==> config.mk <==
export PLATFORM = sky130hd
export DESIGN_NAME = rf_dump_streamer_flat
export DESIGN_NICKNAME = d
export VERILOG_FILES = /design/src/rtl/rf_pkg.sv /design/src/rtl/rf_dump_streamer_if.sv /design/src/rtl/rf_out_stage.sv /design/src/rtl/rf_dump_streamer.sv /design/src/flat_wrapper.sv
export SDC_FILE = /design/constraint.sdc
export NUM_CORES = 1
export LEC_CHECK = 0
export BUFFER_PORTS_ARGS = -buffer_cell sky130_fd_sc_hd__buf_2
export CAP_MARGIN = 20
export CORE_MARGIN = 8
export CORE_UTILIZATION = 42
export DETAILED_ROUTE_END_ITERATION = 10
export HOLD_SLACK_MARGIN = 0.12
export PLACE_DENSITY = 0.86
export SKIP_LAST_GASP = 1
export SLEW_MARGIN = 20
export SYNTH_ARGS = -nofsm -noshare
export SYNTH_HDL_FRONTEND = slang
export SYNTH_HIERARCHICAL = 1
export SYNTH_SLANG_ARGS = --single-unit
==> constraint.sdc <==
create_clock -name clk -period 1.6 [get_ports clk]
set_input_delay 0 -clock clk [delete_from_list [all_inputs] [get_ports clk]]
set_output_delay 0 -clock clk [all_outputs]
set_load 0.05 [all_outputs]
==> src/rtl/rf_pkg.sv <==
// Constants and types shared by the register file and its dump streamer.
package rf_pkg;

    localparam int DATA_W   = 32;
    localparam int ADDR_W   = 5;
    localparam int NUM_REGS = 32;

    typedef logic [DATA_W-1:0] word_t;
    typedef logic [ADDR_W-1:0] reg_idx_t;
    typedef logic [ADDR_W:0]   reg_cnt_t;

    typedef enum logic [1:0] {
        IDLE,
        READ,
        DRAIN
    } dump_state_t;

endpackage

==> src/rtl/rf_dump_streamer_if.sv <==
// Valid/ready word stream carrying dumped register values and their indices.
interface rf_dump_streamer_if;
    import rf_pkg::*;

    logic     out_valid;
    logic     out_ready;
    word_t    out_data;
    reg_idx_t out_index;
    logic     out_last;

    modport master (
        output out_valid,
        output out_data,
        output out_index,
        output out_last,
        input  out_ready
    );

    modport slave (
        input  out_valid,
        input  out_data,
        input  out_index,
        input  out_last,
        output out_ready
    );

endinterface

==> src/rtl/rf_out_stage.sv <==
// Single-entry output register: holds its word under backpressure, reloads on the handshake cycle.
module rf_out_stage
    import rf_pkg::*;
(
    input  logic     clk,
    input  logic     rst_n,
    input  logic     load,
    input  word_t    load_data,
    input  reg_idx_t load_index,
    input  logic     load_last,
    output logic     can_load,
    rf_dump_streamer_if.master strm
);

    assign can_load = !strm.out_valid || strm.out_ready;

    // NOTE: sequential state is written with <= only, so every register samples pre-edge values.
    always_ff @(posedge clk) begin
        if (!rst_n) begin
            strm.out_valid <= 1'b0;
            strm.out_data  <= '0;
            strm.out_index <= '0;
            strm.out_last  <= 1'b0;
        end else if (load) begin
            strm.out_valid <= 1'b1;
            strm.out_data  <= load_data;
            strm.out_index <= load_index;
            strm.out_last  <= load_last;
        end else if (strm.out_valid && strm.out_ready) begin
            strm.out_valid <= 1'b0;
            strm.out_last  <= 1'b0;
        end
    end

endmodule

==> src/rtl/rf_dump_streamer.sv <==
// Walks base_reg..base_reg+count-1 (mod NUM_REGS) through the RF read port and streams each word.
// Define RF_DUMP_CHECKSUM_EN to XOR-accumulate transferred words on the checksum output.
module rf_dump_streamer
    import rf_pkg::*;
(
    input  logic     clk,
    input  logic     rst_n,
    input  logic     start,
    input  reg_idx_t base_reg,
    input  reg_cnt_t count,
    output reg_idx_t rd_reg,
    input  word_t    rd_data,
    output logic     busy,
    output logic     done,
    output word_t    checksum,
    rf_dump_streamer_if.master strm
);

    dump_state_t state, state_next;
    reg_idx_t    ptr, ptr_next;
    reg_cnt_t    rem, rem_next;
    logic        done_next;
    logic        load;
    logic        can_load;
    logic        handshake;
    reg_cnt_t    count_clamped;
    reg_idx_t    ptr_inc;

    assign handshake     = strm.out_valid && strm.out_ready;
    assign count_clamped = (count > reg_cnt_t'(NUM_REGS)) ? reg_cnt_t'(NUM_REGS) : count;
    assign ptr_inc       = (ptr == reg_idx_t'(NUM_REGS - 1)) ? '0 : ptr + 1'b1;
    assign rd_reg        = ptr;
    assign busy          = (state != IDLE);

    // NOTE: every signal driven here gets a default first, so no path leaves one unassigned (no latch).
    always_comb begin
        state_next = state;
        ptr_next   = ptr;
        rem_next   = rem;
        done_next  = 1'b0;
        load       = 1'b0;
        case (state)
            IDLE: begin
                if (start) begin
                    if (count == '0) begin
                        done_next = 1'b1;
                    end else begin
                        ptr_next   = base_reg;
                        rem_next   = count_clamped;
                        state_next = READ;
                    end
                end
            end
            READ: begin
                if (can_load) begin
                    load     = 1'b1;
                    ptr_next = ptr_inc;
                    rem_next = rem - 1'b1;
                    if (rem == reg_cnt_t'(1)) state_next = DRAIN;
                end
            end
            DRAIN: begin
                if (handshake) begin
                    done_next  = 1'b1;
                    state_next = IDLE;
                end
            end
            default: state_next = IDLE;
        endcase
    end

    always_ff @(posedge clk) begin
        if (!rst_n) begin
            state <= IDLE;
            ptr   <= '0;
            rem   <= '0;
            done  <= 1'b0;
        end else begin
            state <= state_next;
            ptr   <= ptr_next;
            rem   <= rem_next;
            done  <= done_next;
        end
    end

    rf_out_stage u_out_stage (
        .clk        (clk),
        .rst_n      (rst_n),
        .load       (load),
        .load_data  (rd_data),
        .load_index (ptr),
        .load_last  (rem == reg_cnt_t'(1)),
        .can_load   (can_load),
        .strm       (strm)
    );

`ifdef RF_DUMP_CHECKSUM_EN
    word_t checksum_q;

    always_ff @(posedge clk) begin
        if (!rst_n) begin
            checksum_q <= '0;
        end else if (state == IDLE && start) begin
            checksum_q <= '0;
        end else if (handshake) begin
            checksum_q <= checksum_q ^ strm.out_data;
        end
    end

    assign checksum = checksum_q;
`else
    assign checksum = '0;
`endif

endmodule
==> src/flat_wrapper.sv <==
// flat-port wrapper written by rule: the top's interface ports become plain ports
module rf_dump_streamer_flat import rf_pkg::*;
  (clk, rst_n, start, base_reg, count, rd_reg, rd_data, busy, done, checksum, strm_out_valid, strm_out_data, strm_out_index, strm_out_last, strm_out_ready);
  rf_dump_streamer_if strm_i ();
  input  logic clk;
  input  logic rst_n;
  input  logic start;
  input  reg_idx_t base_reg;
  input  reg_cnt_t count;
  output reg_idx_t rd_reg;
  input  word_t rd_data;
  output logic busy;
  output logic done;
  output word_t checksum;
  output wire logic [$bits(strm_i.out_valid)-1:0] strm_out_valid;
  output wire logic [$bits(strm_i.out_data)-1:0] strm_out_data;
  output wire logic [$bits(strm_i.out_index)-1:0] strm_out_index;
  output wire logic [$bits(strm_i.out_last)-1:0] strm_out_last;
  input wire logic [$bits(strm_i.out_ready)-1:0] strm_out_ready;
  assign strm_out_valid = strm_i.out_valid;
  assign strm_out_data = strm_i.out_data;
  assign strm_out_index = strm_i.out_index;
  assign strm_out_last = strm_i.out_last;
  assign strm_i.out_ready = strm_out_ready;
  rf_dump_streamer u_core (.clk(clk), .rst_n(rst_n), .start(start), .base_reg(base_reg), .count(count), .rd_reg(rd_reg), .rd_data(rd_data), .busy(busy), .done(done), .checksum(checksum), .strm(strm_i));
endmodule
After elaboration in Yosys (flattened, before gate mapping). Index checks and enable logic that the tools add are counted.

Bits in registers: 53. Input port bits: 47. Output and inout port bits: 78. Word-level logic and storage cells: 55.

Add/subtract/negate cells: 2. Magnitude comparators: 1. Equality and inequality tests: 9. Mux-type cells: 25. Reduce and logical (&&, ||, !) cells: 10.

Operator list (count): 6-bit 2-to-1 mux (4); 5-bit 2-to-1 mux (4); 6-bit case mux with 2 select lines (1); 2-bit 2-to-1 mux (5); 5-bit case mux with 2 select lines (1); 1-bit 2-to-1 mux (8); 6-bit by 1-bit == test with 1-bit output, second input constant (1); 6-bit > comparator, second input constant (1); 6-bit logical NOT (1); 2-bit inequality test, second input constant (3); 2-bit case mux with 3 select lines (1); 2-bit nonzero test (3); 6-bit by 1-bit subtractor with 6-bit output, second input constant (1); 5-bit by 1-bit adder with 5-bit output, second input constant (1); 5-bit == test, second input constant (1); 5-bit AND reduction (1); 2-bit by 1-bit inequality test with 1-bit output, second input constant (2); 4-bit AND reduction (1); 2-bit by 1-bit == test with 1-bit output, second input constant (1); 2-bit == test, second input constant (1); 2-bit logical NOT (1); 1-bit case mux with 2 select lines (1); 1-bit logical AND (1); 1-bit logical NOT (1); 1-bit logical OR (1).

Logic depth before layout (Yosys ltp).
Depth after elaboration: 5. Mapped depth: 10. Gate-level depth less buffers: 6.

Cells and area by module. The synthesis kept the hierarchy.

By module, submodules not included: rf_out_stage (times used 1, cells an instance 129, area an instance 1502.7 sq um, sequential area each 780.7 sq um); rf_dump_streamer (times used 1, cells an instance 141, area an instance 1124.8 sq um, sequential area each 280.3 sq um).

Worst setup path after synthesis. OpenSTA, ideal clock, no wires.

Kind: flip-flop to flip-flop. From: register u_core.u_out_stage.strm.out_valid. To: register u_core.u_out_stage.strm.out_data[18]. Library setup time: 0.117 ns. Data arrival time: 1.816 ns. Data required time: 1.483 ns. Setup slack: -0.333 ns. Cell stages (with the launch flop): 10. Path buffers: 5. Period minus slack after synthesis: 1.933 ns. Cell sequence: dfxtp_1 -> nand2b_1 -> and3b_1 -> buf_6 -> buf_2 -> buf_6 -> buf_12 -> buf_12 -> mux2i_1 -> nor2b_1.

Longest elaborated chain between the ends: 4.

Ends and longest elaborated chain: from (decl) (line rf_dump_streamer_if.sv:12) `output out_valid,`; from (signal assigned) (line rf_out_stage.sv:20) `strm.out_valid <= 1'b0;`; from (signal assigned) (line rf_out_stage.sv:25) `strm.out_valid <= 1'b1;`; from (signal assigned) (line rf_out_stage.sv:30) `strm.out_valid <= 1'b0;`; 1-bit logical NOT (line rf_out_stage.sv:15) `assign can_load = !strm.out_valid || strm.out_ready;`; 1-bit logical OR (line rf_out_stage.sv:15); named net u_core.can_load (line rf_dump_streamer.sv:24) `logic can_load;`; 1-bit 2-to-1 mux (line rf_dump_streamer.sv:55) `if (can_load) begin`; 1-bit 2-to-1 mux (line rf_dump_streamer.sv:42) `case (state)`; named net u_core.load (line rf_dump_streamer.sv:23) `logic load;`; to (signal assigned) (line rf_out_stage.sv:26) `strm.out_data <= load_data;`; to (decl) (line rf_dump_streamer_if.sv:13) `output out_data,`.

The timed path passes the listed nets, and every way through them passes these cells. A chain may end at the register's enable or synchronous reset.

Worst setup path after layout.
From: register u_core.ptr[0] (netlist: u_core/rd_reg[0]). To: register u_core.ptr[1] (netlist: u_core/rd_reg[1]).

Longest elaborated chain between the ends: 4. Elaborated cells on any way between the ends: 5. Those cells by class: add/sub (1); eq/ne (1); mux (3).

Ends and longest elaborated chain: from (decl) (line rf_dump_streamer.sv:20) `reg_idx_t ptr, ptr_next;`; from (signal assigned) (line rf_dump_streamer.sv:80) `ptr <= ptr_next;`; 5-bit by 1-bit adder with 5-bit output / 5-bit == test (equally long branches) (line rf_dump_streamer.sv:31) `assign ptr_inc = (ptr == reg_idx_t'(NUM_REGS - 1)) ? '0 : ptr + 1'b1;`; 5-bit 2-to-1 mux (*) (line rf_dump_streamer.sv:31); 5-bit 2-to-1 mux (*) (line rf_dump_streamer.sv:55); 5-bit case mux with 2 select lines (*) (line rf_dump_streamer.sv:42).

Mark *: on every way between the ends. The rest lies on a longest branch, timed or not. The select of a mux whose other input is x is not followed.

==> reports/results.txt <==
share of cells above drive strength 1 = 0.293
Peak VDD IR = 0.000562 V
wire per inst = 14.6 um
worst r2r dst = u_core/rd_reg[1]
CP startpoint = u_core/rd_reg[0]
die extent in y = 95.1 um
CP required = 1.80 ns
final wirelength = 7030 um
final antenna-violating net count = 0
top-count cell post-synth = dfxtp_1
Max FO, Critical Path = 6
first drt pass iteration count = 4
Syn. warnings = 6
hpwl dp = 4830 um
Post-synth EDFFs = 0
Sink Count = 53
Layout area overhead = 36.0%
Top reg by flops = u_core/u_out_stage/strm.out_data
Multi-input gate area = 1310 um2
sequential element share of the synthesized area = 0.404
crit-path leading delay family = compound AO/OA/AOI/OAI gates
Place WS = 0.0396 ns
Hold Path Class = input pin to flip-flop
Max Clock Freq = 0.631 GHz
GR Util All Layers = 0.147
Comb power frac = 0.342
worst clock skew = 0.00787 ns
Netlist cell types = 42
RD Place Congestion = 0.833
Synth async-reset ratio = 0
Setup WS post-layout = 0.0157 ns
Critical Path Slowest Stage Cell = dfxtp_2
first-pass GRT wire length = 10600 um
Syn Area/Cell = 9.73 um2
DP Area = 3040 um2
post-synth top area share = 0.404
RSZ-0062 raised after global routing = yes
crit-path most repeated cell = o21ai_0
Register Area = 1070 um2
Max H-tree Level = 2
Ports = 125
initial core utilization = 0.423
Pleak = 1.65 nW
MaxCap Viol Count = 0
type of origin of the critical path = flip-flop
clock buffer depth = 2
total grt overflow = 0
total CTS buffers = 5
fillers = 537
Synth Cell Area = 2630 um2
buffer and inverter count on the worst path = 0
# nets final = 453
cell count after synthesis = 270
Reg2Reg Depth = 6
Die W = 95.1 um
FF+latch count, synth = 53
internal power = 2.38 mW
CP Data Arrival Time = 1.79 ns
top cells by area, synth = dfxtp_1 (40%), mux2i_1 (14%), buf_4 (9.7%), nor2b_1 (9.3%), ha_1 (1.9%)
max reg flops = 32
Final Hold Viols = 0
Post-CTS Setup Repair Bufs = 0
area leader, netlist = dfxtp_1
CP Depth = 6
status = completed
FF-to-FF Start = u_core/rd_reg[0]
initial antenna violation count = 0
PD cells = 1050 nW/um2
Setup-failing EPs final = 0
CTS tree = done
CTS Root Cell = clkbuf_8
FP Rows = 29
via count = 2244
die area = 9040 um2
DRT iter0 DRCs = 97
vias per inst = 4.68
drc violations = 0
Skew-Pair Late Insertion Delay = 0.30 ns
CP max stage delay = 0.37 ns
CP endpoint kind = flip-flop
Reg clk slew, reported paths = 0.10 ns
Slew Viols, Final = 0
Port Buffers = 92
largest net degree at the start of global routing = 28
Critical Path End = u_core/rd_reg[1]
antenna diode instance count = 0
r2r setup slk = 0.02 ns
total core area = 6200 um2
Seq pwr share = 0.407
vias in the first global route = 2251
Final Cycle Share = 0.990
Top Registers = u_core/u_out_stage/strm.out_data x32, u_core/rem x6
Min Clock Period, post-route = 1.58 ns
total net switching power = 1.37 mW
CP cell instances = ha_1 > and3_1 > ha_2 > o21ai_0 > o21ai_0 > a211oi_1
clock network fraction of total power = 0.251
Switching Share = 0.366
critical path type = flip-flop to flip-flop
Commonest cells post-synth = dfxtp_1 (53), nor2b_1 (39), mux2i_1 (38)
cell area after layout = 3570 um2
Top FF cell, synth = dfxtp_1
Fin Setup TNS = 0 ns
-- power groups by stage --
stage                     registers, mW  clock network, mW  logic [mW]
after global placement             1.54                  0        1.17
final                              1.52              0.939        1.28
after CTS                          1.52              0.984        1.27
after global routing               1.54               1.02        1.36
after detailed placement           1.55                  0        1.19
after floorplan                    1.86                  0       0.699
-- through the flow --
step                      power, mW  hold WS [ns]  instances   util
final                          3.74         0.123        480  0.576
after global placement         2.71         0.254        432  0.491
after CTS                      3.77         0.127        480  0.574
after floorplan                2.56         0.129        301      -
after global routing           3.91         0.153        480  0.576
after detailed placement       2.74         0.266        432  0.491
-- cell usage in the layout, fill, tap and decap left out, drive strengths merged, types with 4 or more instances in the layout --
| cell | count |
|---|---|
| buf | 101 |
| dfxtp | 53 |
| dlygate4sd3 | 40 |
| nor2b | 39 |
| mux2i | 38 |
| conb | 32 |
| nand2 | 8 |
| nor3 | 7 |
| nor2 | 7 |
| clkbuf | 7 |
| inv | 7 |
| a21oi | 6 |
| o21ai | 6 |
| a211oi | 6 |
| nor3b | 5 |
| nand2b | 4 |
| o22ai | 4 |
| ha | 4 |
-- area by class of cell --
cell class | instances | share of cell area
Clock buffer | 7 | 0.0242
Clock inverter | 1 | 0.00840
Inverter | 7 | 0.00735
Multi-Input combinational cell | 194 | 0.367
Sequential cell | 53 | 0.299
Tap cell | 77 | 0.0270
Timing Repair Buffer | 141 | 0.268
-- how the worst min path moves through the flow --
stage | from | to | slack [ns] | cells after the start
floorplan | rst_n | u_core/rd_reg[3] | 0.13 | 2
global placement | rd_data[24] | u_core/u_out_stage/strm.out_data[24] | 0.25 | 3
detailed placement | rd_data[14] | u_core/u_out_stage/strm.out_data[14] | 0.27 | 3
CTS | start | u_core/done | 0.13 | 4
global route | count[4] | u_core/rem[4] | 0.15 | 4
finish | rst_n | u_core/rem[4] | 0.12 | 3
-- cells by family (layout without fill, tap and decap cells) --
kind of cell / count (synthesis) / count (layout) / synth area share
compound gates: 33 / 33 / 0.0833
xor+xnor: 2 / 2 / 0.00667
fa+ha+maj: 4 / 4 / 0.0190
buf+inv: 54 / 156 / 0.146
flops: 53 / 53 / 0.404
mux: 38 / 38 / 0.145
other cells: 1 / 32 / 0.00143
simple gates: 85 / 85 / 0.195
-- worst min-delay path, stage by stage --
cell and delay (ns):
buf_2 0.23, o31ai_1 0.12, a21oi_1 0.04
-- per-layer routing --
metal  global-route usage  part of all wire
met5                    0                 0
met2                0.277              0.52
met3               0.0543             0.093
met1                0.148              0.38
met4               0.0351             0.012
-- timing repair --
item	CTS	global route
hold endpoints to repair	40	0
gates resized for setup	0	5
setup endpoints to repair	0	11
hold buffers	40	0
No activity file was read; power rests on OpenSTA's default activity.
